<file path="src/rtl/rv_dp_pkg.sv">
// Shared encodings for the multi-cycle RV32 datapath and its controller.
package rv_dp_pkg;

   typedef logic [31:0] word_t;

   localparam logic       PC_INC    = 1'b0;
   localparam logic       PC_ALU    = 1'b1;

   localparam logic [1:0] WB_ALUOUT = 2'd0;
   localparam logic [1:0] WB_MDR    = 2'd1;
   localparam logic [1:0] WB_PC     = 2'd2;

   localparam logic [1:0] IMM_I     = 2'd0;
   localparam logic [1:0] IMM_L     = 2'd1;
   localparam logic [1:0] IMM_S     = 2'd2;
   localparam logic [1:0] IMM_B     = 2'd3;

   localparam logic [1:0] ALUA_REG  = 2'd0;
   localparam logic [1:0] ALUA_PCC  = 2'd1;
   localparam logic [1:0] ALUA_OUT  = 2'd2;

   localparam logic [1:0] ALUB_REG  = 2'd0;
   localparam logic [1:0] ALUB_IMM  = 2'd1;
   localparam logic [1:0] ALUB_C    = 2'd2;

   // ALU codes are {funct3, instr[30]}
   localparam logic [3:0] ALU_ADD   = 4'b0000;
   localparam logic [3:0] ALU_SUB   = 4'b0001;
   localparam logic [3:0] ALU_SLL   = 4'b0010;
   localparam logic [3:0] ALU_SLT   = 4'b0100;
   localparam logic [3:0] ALU_SLTU  = 4'b0110;
   localparam logic [3:0] ALU_XOR   = 4'b1000;
   localparam logic [3:0] ALU_SRL   = 4'b1010;
   localparam logic [3:0] ALU_SRA   = 4'b1011;
   localparam logic [3:0] ALU_OR    = 4'b1100;
   localparam logic [3:0] ALU_AND   = 4'b1110;

endpackage

</file>
<file path="src/rtl/rv_dp_if.sv">
// Control and memory bus between the datapath and its controller/memories.
import rv_dp_pkg::*;

interface rv_dp_if;
   logic       pcsourse, pcwrite, pccen, irwrite, regwen, mdrwrite;
   logic [1:0] wbsel, immsel, asel, bsel;
   logic [3:0] alusel;
   word_t      instr;
   logic       zero;
   word_t      imem_addr, imem_rdata;
   word_t      dmem_addr, dmem_wdata, dmem_rdata;

   modport master (
      output pcsourse, pcwrite, pccen, irwrite, regwen, mdrwrite,
      output wbsel, immsel, asel, bsel, alusel,
      output imem_rdata, dmem_rdata,
      input  instr, zero, imem_addr, dmem_addr, dmem_wdata
   );

   modport slave (
      input  pcsourse, pcwrite, pccen, irwrite, regwen, mdrwrite,
      input  wbsel, immsel, asel, bsel, alusel,
      input  imem_rdata, dmem_rdata,
      output instr, zero, imem_addr, dmem_addr, dmem_wdata
   );
endinterface

</file>
<file path="src/rtl/rv_dp_regfile.sv">
// 32x32 register file: two asynchronous read ports, one synchronous write port, x0 hardwired to 0.
module rv_regfile
   import rv_dp_pkg::*;
(
   input  logic       clk,
   input  logic       rst,
   input  logic [4:0] raddr1_i,
   input  logic [4:0] raddr2_i,
   input  logic       we_i,
   input  logic [4:0] waddr_i,
   input  word_t      wdata_i,
   output word_t      rdata1_o,
   output word_t      rdata2_o
);

   word_t regs_q [32];

   always_ff @(posedge clk or posedge rst) begin
      if (rst) begin
         for (int i = 0; i < 32; i++) regs_q[i] <= '0;
      end else if (we_i && (waddr_i != 5'd0)) begin
         regs_q[waddr_i] <= wdata_i;
      end
   end

   assign rdata1_o = (raddr1_i == 5'd0) ? '0 : regs_q[raddr1_i];
   assign rdata2_o = (raddr2_i == 5'd0) ? '0 : regs_q[raddr2_i];

endmodule

</file>
<file path="src/rtl/rv_dp.sv">
// Multi-cycle RV32I datapath: PC/PCC/IR/MDR/ALUOut/A/B registers, inline ALU and immediate generator.
module rv_dp
   import rv_dp_pkg::*;
#(
   parameter word_t RESET_PC   = 32'h0000_0000,
   parameter word_t ALUB_C_VAL = 32'hFFFF_FFFF
) (
   input  logic clk,
   input  logic rst,
   rv_dp_if.slave bus
);

   function automatic word_t imm_gen(input logic [1:0] sel, input word_t ir);
      case (sel)
         IMM_S:   return {{20{ir[31]}}, ir[31:25], ir[11:7]};
         IMM_B:   return {{19{ir[31]}}, ir[31], ir[7], ir[30:25], ir[11:8], 1'b0};
         default: return {{20{ir[31]}}, ir[31:20]};
      endcase
   endfunction

   function automatic word_t alu_f(input logic [3:0] op, input word_t a, input word_t b);
      logic signed [31:0] as_v;
      logic signed [31:0] bs_v;
      logic        [4:0]  sh;
      as_v = a;
      bs_v = b;
      sh   = b[4:0];
      case (op)
         ALU_ADD:  return a + b;
         ALU_SUB:  return a - b;
         ALU_SLL:  return a << sh;
         ALU_SLT:  return {31'b0, (as_v < bs_v)};
         ALU_SLTU: return {31'b0, (a < b)};
         ALU_XOR:  return a ^ b;
         ALU_SRL:  return a >> sh;
         ALU_SRA:  return as_v >>> sh;
         ALU_OR:   return a | b;
         ALU_AND:  return a & b;
         default:  return '0;
      endcase
   endfunction

   word_t pc_q, pc_d, pcc_q, pcc_d, ir_q, ir_d, mdr_q, mdr_d;
   word_t aluout_q, a_q, b_q;
   word_t rs1_data, rs2_data, imm, opa, opb, alu_res, wb_data;

   rv_regfile u_rf (
      .clk      (clk),
      .rst      (rst),
      .raddr1_i (ir_q[19:15]),
      .raddr2_i (ir_q[24:20]),
      .we_i     (bus.regwen),
      .waddr_i  (ir_q[11:7]),
      .wdata_i  (wb_data),
      .rdata1_o (rs1_data),
      .rdata2_o (rs2_data)
   );

   always_comb begin
      pc_d = pc_q;
      if (bus.pcwrite) pc_d = (bus.pcsourse == PC_ALU) ? aluout_q : pc_q + 32'd4;
      pcc_d = bus.pccen    ? pc_q           : pcc_q;
      ir_d  = bus.irwrite  ? bus.imem_rdata : ir_q;
      mdr_d = bus.mdrwrite ? bus.dmem_rdata : mdr_q;
   end

   always_comb begin
      imm = imm_gen(bus.immsel, ir_q);
      case (bus.asel)
         ALUA_REG: opa = a_q;
         ALUA_PCC: opa = pcc_q;
         ALUA_OUT: opa = aluout_q;
         default:  opa = '0;
      endcase
      case (bus.bsel)
         ALUB_REG: opb = b_q;
         ALUB_IMM: opb = imm;
         ALUB_C:   opb = ALUB_C_VAL;
         default:  opb = '0;
      endcase
      alu_res = alu_f(bus.alusel, opa, opb);
      case (bus.wbsel)
         WB_ALUOUT: wb_data = aluout_q;
         WB_MDR:    wb_data = mdr_q;
         WB_PC:     wb_data = pc_q;
         default:   wb_data = '0;
      endcase
   end

   always_ff @(posedge clk or posedge rst) begin
      if (rst) begin
         pc_q     <= RESET_PC;
         pcc_q    <= '0;
         ir_q     <= '0;
         mdr_q    <= '0;
         aluout_q <= '0;
         a_q      <= '0;
         b_q      <= '0;
      end else begin
         pc_q     <= pc_d;
         pcc_q    <= pcc_d;
         ir_q     <= ir_d;
         mdr_q    <= mdr_d;
         aluout_q <= alu_res;
         a_q      <= rs1_data;
         b_q      <= rs2_data;
      end
   end

   assign bus.instr      = ir_q;
   assign bus.zero       = (alu_res == '0);
   assign bus.imem_addr  = pc_q;
   assign bus.dmem_addr  = aluout_q;
   assign bus.dmem_wdata = b_q;

endmodule

</file>
<file path="src/flat_wrapper.sv">
// flat-port wrapper written by rule: the top's interface ports become plain ports
module rv_dp_flat import rv_dp_pkg::*;
#(
   parameter word_t RESET_PC   = 32'h0000_0000,
   parameter word_t ALUB_C_VAL = 32'hFFFF_FFFF
)
  (clk, rst, bus_pcsourse, bus_pcwrite, bus_pccen, bus_irwrite, bus_regwen, bus_mdrwrite, bus_wbsel, bus_immsel, bus_asel, bus_bsel, bus_alusel, bus_imem_rdata, bus_dmem_rdata, bus_instr, bus_zero, bus_imem_addr, bus_dmem_addr, bus_dmem_wdata);
  rv_dp_if bus_i ();
  input  logic clk;
  input  logic rst;
  input wire logic [$bits(bus_i.pcsourse)-1:0] bus_pcsourse;
  input wire logic [$bits(bus_i.pcwrite)-1:0] bus_pcwrite;
  input wire logic [$bits(bus_i.pccen)-1:0] bus_pccen;
  input wire logic [$bits(bus_i.irwrite)-1:0] bus_irwrite;
  input wire logic [$bits(bus_i.regwen)-1:0] bus_regwen;
  input wire logic [$bits(bus_i.mdrwrite)-1:0] bus_mdrwrite;
  input wire logic [$bits(bus_i.wbsel)-1:0] bus_wbsel;
  input wire logic [$bits(bus_i.immsel)-1:0] bus_immsel;
  input wire logic [$bits(bus_i.asel)-1:0] bus_asel;
  input wire logic [$bits(bus_i.bsel)-1:0] bus_bsel;
  input wire logic [$bits(bus_i.alusel)-1:0] bus_alusel;
  input wire logic [$bits(bus_i.imem_rdata)-1:0] bus_imem_rdata;
  input wire logic [$bits(bus_i.dmem_rdata)-1:0] bus_dmem_rdata;
  output wire logic [$bits(bus_i.instr)-1:0] bus_instr;
  output wire logic [$bits(bus_i.zero)-1:0] bus_zero;
  output wire logic [$bits(bus_i.imem_addr)-1:0] bus_imem_addr;
  output wire logic [$bits(bus_i.dmem_addr)-1:0] bus_dmem_addr;
  output wire logic [$bits(bus_i.dmem_wdata)-1:0] bus_dmem_wdata;
  assign bus_i.pcsourse = bus_pcsourse;
  assign bus_i.pcwrite = bus_pcwrite;
  assign bus_i.pccen = bus_pccen;
  assign bus_i.irwrite = bus_irwrite;
  assign bus_i.regwen = bus_regwen;
  assign bus_i.mdrwrite = bus_mdrwrite;
  assign bus_i.wbsel = bus_wbsel;
  assign bus_i.immsel = bus_immsel;
  assign bus_i.asel = bus_asel;
  assign bus_i.bsel = bus_bsel;
  assign bus_i.alusel = bus_alusel;
  assign bus_i.imem_rdata = bus_imem_rdata;
  assign bus_i.dmem_rdata = bus_dmem_rdata;
  assign bus_instr = bus_i.instr;
  assign bus_zero = bus_i.zero;
  assign bus_imem_addr = bus_i.imem_addr;
  assign bus_dmem_addr = bus_i.dmem_addr;
  assign bus_dmem_wdata = bus_i.dmem_wdata;
  rv_dp #(.RESET_PC(RESET_PC), .ALUB_C_VAL(ALUB_C_VAL)) u_core (.clk(clk), .rst(rst), .bus(bus_i));
endmodule
</file>
<file path="config.mk">
export PLATFORM = sky130hd
export DESIGN_NAME = rv_dp_flat
export DESIGN_NICKNAME = d
export VERILOG_FILES = /design/src/rtl/rv_dp_pkg.sv /design/src/rtl/rv_dp_if.sv /design/src/rtl/rv_dp_regfile.sv /design/src/rtl/rv_dp.sv /design/src/flat_wrapper.sv
export SDC_FILE = /design/constraint.sdc
export NUM_CORES = 2
export LEC_CHECK = 0
export CORE_UTILIZATION = 40
export DETAILED_ROUTE_END_ITERATION = 10
export MAX_ROUTING_LAYER = met4
export PLACE_DENSITY = 0.66
export SLEW_MARGIN = 5
export SYNTH_ARGS = -nofsm -noshare
export SYNTH_HDL_FRONTEND = slang
export SYNTH_SLANG_ARGS = --single-unit
</file>
<file path="constraint.sdc">
create_clock -name clk -period 50.1 [get_ports clk]
set_clock_uncertainty 0.05 [all_clocks]
set_input_delay 10.02 -clock clk [delete_from_list [all_inputs] [get_ports clk]]
set_output_delay 10.02 -clock clk [all_outputs]
set_load 0.05 [all_outputs]
</file>
==> run summary <==
After layout, the worst setup slack is 22570 ps. The die covers 177000 sq um. Synthesis produced a netlist with a net count of 6811. For this design the top-level I/O count stands at 213. Counting every instance in the synthesized netlist gives 6627. In the final layout, the multi-input gates occupy 36400 sq um. The smallest clock period supported by the final layout is computed as 27530 ps. Number of standard-cell rows in the floorplan: 153.

The total global-route track usage is 0.327. Yosys mapped the design onto 94 distinct sky130hd cell types. Prior to clock tree synthesis, the placed netlist has a worst setup slack of 22730 ps.

The count of fill cells added during filler insertion was 15900; the count of max-cap constraint violations was 0. For the area taken by flip-flops and latches, the log shows 31300 sq um. The worst setup path is launched from a primary input.

For the pin with the worst max-slew slack, the measured transition is 1340 ps. Among all cell types in the netlist, the one instantiated most often is dfrtp_1. Entering global routing, the biggest net connects 178 pins. Number of global-route vias before repair: 56000. Measured along the x axis, the die boundary spans 421 um. Dividing the detail-routed wire length by the instance count gives 31.4 um.

Relative contribution of the clock network to total power: 0.243. CTS built an H-tree with a depth of 4. The number of warnings reported in the yosys synthesis log came out at 0. The clock slew seen by the registers of the worst setup and hold paths came out at 60 ps. The area share of the leading cell type in the synthesized netlist is 0.445, and the total power divided by cell area is 54.3 nW/um^2. The tools report the clock net sink count as 1248.

The register share of total power was 0.398; the post-CTS setup repair buffer count was 0. The number of synthesized flops with an enable pin was 0. The tools report the count of final hold-check violations as 0. The post-synthesis cell type with the largest combined area was dfrtp_1. STA puts the critical path data required time at 40030 ps. The number of hold-repair buffers added at the cts stage was 0. The run gives 1.08 as the weighted congestion reported at the end of routability-driven placement. Clock tree synthesis selected as its root buffer the cell clkbuf_16.

The die height was 421 um. In the routed layout, each cell is associated on average with a via count of 6.42. The placed instances occupy a cell area of 74400 sq um. The number of max-slew violations in the final report is 0, and the final layout net count is 6665. The count of buffers added on input and output ports is 212. The per-instance average area after synthesis was 10.6 sq um. The initial antenna violation count is 18, and the relative slew slack is 0.105. The relative contribution of combinational cells to total power is 0.359, and the first-pass GRT wire length is 404000 um. The run gives 79000 sq um as the total non-filler cell area in the finished layout. IR analysis of the VDD net gives a maximum drop of 41.6 uV.

The most used flip-flop cell after synthesis is dfrtp_1. The critical path is of the in -> out type. The remaining routing DRC violations was 0; the post-cts sizing count was 0.

By area the synthesized netlist is led by dfrtp_1, mux4_2, a21oi_1, nor2_1, o21ai_0. Cell internal power was estimated by the tool at 2.63 mW. The core region is 174000 sq um.

Summed over all nets, the switching power comes to 1.66 mW. The worst setup path is captured at an output port. Global routing finished with a remaining overflow of 0. TritonCTS built the clock tree. Sorting the synthesized cells by how often they occur yields dfrtp_1, nor2_1, a21oi_1, nand2_1, o21ai_0. The fraction of final layout cells sized beyond drive strength 1 was 0.183; the final worst-path cycle share was 0.550.

The fmax is 0.0363 GHz, and the iteration count of the initial detailed-routing pass is 7. The tools report the cell area after synthesis as 70200 sq um. Counting along the longest clock path gives a buffer depth of 3. The starting density of the core was 0.403. After routing, the total negative slack on setup checks comes to 0 ps.

The sequential cell area fraction in the yosys report came out at 0.445. In this run the remaining antenna-violating nets after routing total 0. Setup repair after global routing left no endpoint under its margin. The number of DRC markers in iteration 0 came out at 7711. The share of synthesized flip-flops with an asynchronous set or reset came out at 1.00. The path category of the worst min-delay check was reg -> reg.

In this run the worst path has a maximum fanout of 26. Compared with the post-synthesis result, the final layout area differs by 12.6%. The net switching share of the total power was 0.387. Number of setup violations in the final report: 0.

The final HPWL from detailed placement is 181000 um. After synthesis the netlist holds a flip-flop and latch count of 1248. Total wire length: 281000 um. The run finished with clean final reports. Leakage component of the power: 32.8 nW. STA puts the critical path data arrival time at 17460 ps.

For the number of CTS-inserted buffers, the log shows 137. At the later pin of the worst-skew pair, clock insertion delay measures 810 ps. Final hold analysis gives a worst-case slack of 349 ps.

For the via total after detailed routing, the log shows 57300.
[stage by stage]
step | std cells | util | total power [mW]
6_report | 8934 | 0.454 | 4.29
5_1_grt | 8928 | 0.454 | 4.47
4_1_cts | 8913 | 0.454 | 4.26
3_5_place_dp | 8667 | 0.428 | 3.22
3_3_place_gp | 8667 | 0.428 | 3.16
2_1_floorplan | 6627 | - | 2.65
[cells by family after synthesis]
kind of cell             Yosys count  share of synthesized area
multiplexers                     973                      0.243
adder cells (fa/ha/maj)          100                     0.0180
AND/OR/NAND/NOR                 1683                     0.0978
XOR/XNOR                          23                    0.00287
flip-flops                      1248                      0.445
buffers and inverters            766                     0.0426
AO/OA/AOI/OAI                   1834                      0.151
[power groups by stage]
stage	Sequential [mW]	Combinational, mW	Clock (mW)
after floorplan	1.64	1.00	0
after global placement	1.67	1.49	0
after detailed placement	1.70	1.51	0
after CTS	1.69	1.52	1.05
after global routing	1.74	1.64	1.09
final	1.71	1.54	1.04
[final timing paths]
path	startpoint	endpoint	slack [ps]	cells past startpoint
worst max register to register	u_core.bus.instr[20]	u_core.bus.dmem_addr[21]	44540	15
min in group asynchronous	rst	u_core.mdr_q[25]	9670	2
max in group asynchronous	rst	u_core.bus.instr[21]	37020	5
worst min register to register	u_core.u_rf.regs_q[1008]	u_core.u_rf.regs_q[1008]	350	0
worst max-delay path	bus_bsel[1]	bus_zero	22570	21
worst min-delay path	u_core.u_rf.regs_q[1008]	u_core.u_rf.regs_q[1008]	350	0
[critical path: stages]
cell	delay [ps]
clkdlybuf4s50_1	950
and2_1	460
a311oi_4	200
buf_4	380
buf_4	470
ha_1	300
inv_1	80
fa_1	440
nor2b_1	180
o21ai_0	240
a2111o_1	500
a21oi_2	290
nor2_1	80
o21ai_0	200
xnor2_1	170
o211ai_1	140
nor4_1	440
nand4_1	230
or4_1	550
nor2_1	250
clkdlybuf4s50_1	860
[final cells by class]
cell class,count,area share
sequential,1248,0.396
tap,2325,0.0368
multi-input combinational,4613,0.461
clock buffer,192,0.0496
inverter,108,0.00526
antenna,21,0.000665
timing repair buffer,373,0.0428
clock inverter,54,0.00850
[registers in the layout, summed over array words and instances (netlist names)]
register / flops
u_core.a_q: 32
u_core.bus.dmem_addr: 32
u_core.bus.dmem_wdata: 32
u_core.bus.imem_addr: 32
u_core.bus.instr: 32
u_core.mdr_q: 32
u_core.pcc_q: 32
u_core.u_rf.regs_q: 1024
[layer usage]
layer | GRT usage | vias up | wire [um]
met5 | - | - | 0
met1 | 0.396 | 29000 | 103000
met4 | 0.235 | 0 | 23500
met2 | 0.489 | 3385 | 128000
li1 | - | 24000 | -
met3 | 0.0631 | 935 | 25500
[placed cells by master (no fill, tap or decap), types with 34 or more instances in the layout]
cell type           n
mux2i_1           267
clkbuf_16         140
o21ai_0           605
mux2_2            135
nand2_1           612
nor2_1            808
o22ai_1           121
clkdlybuf4s50_1   207
nor3_1             47
ha_1               98
inv_1             100
a211oi_1           34
mux4_2            564
o211ai_1           38
dfrtp_1          1238
buf_4             155
a21oi_1           693
a221oi_1           36
nand3_1            42
No activity file was read; power rests on OpenSTA's default activity.
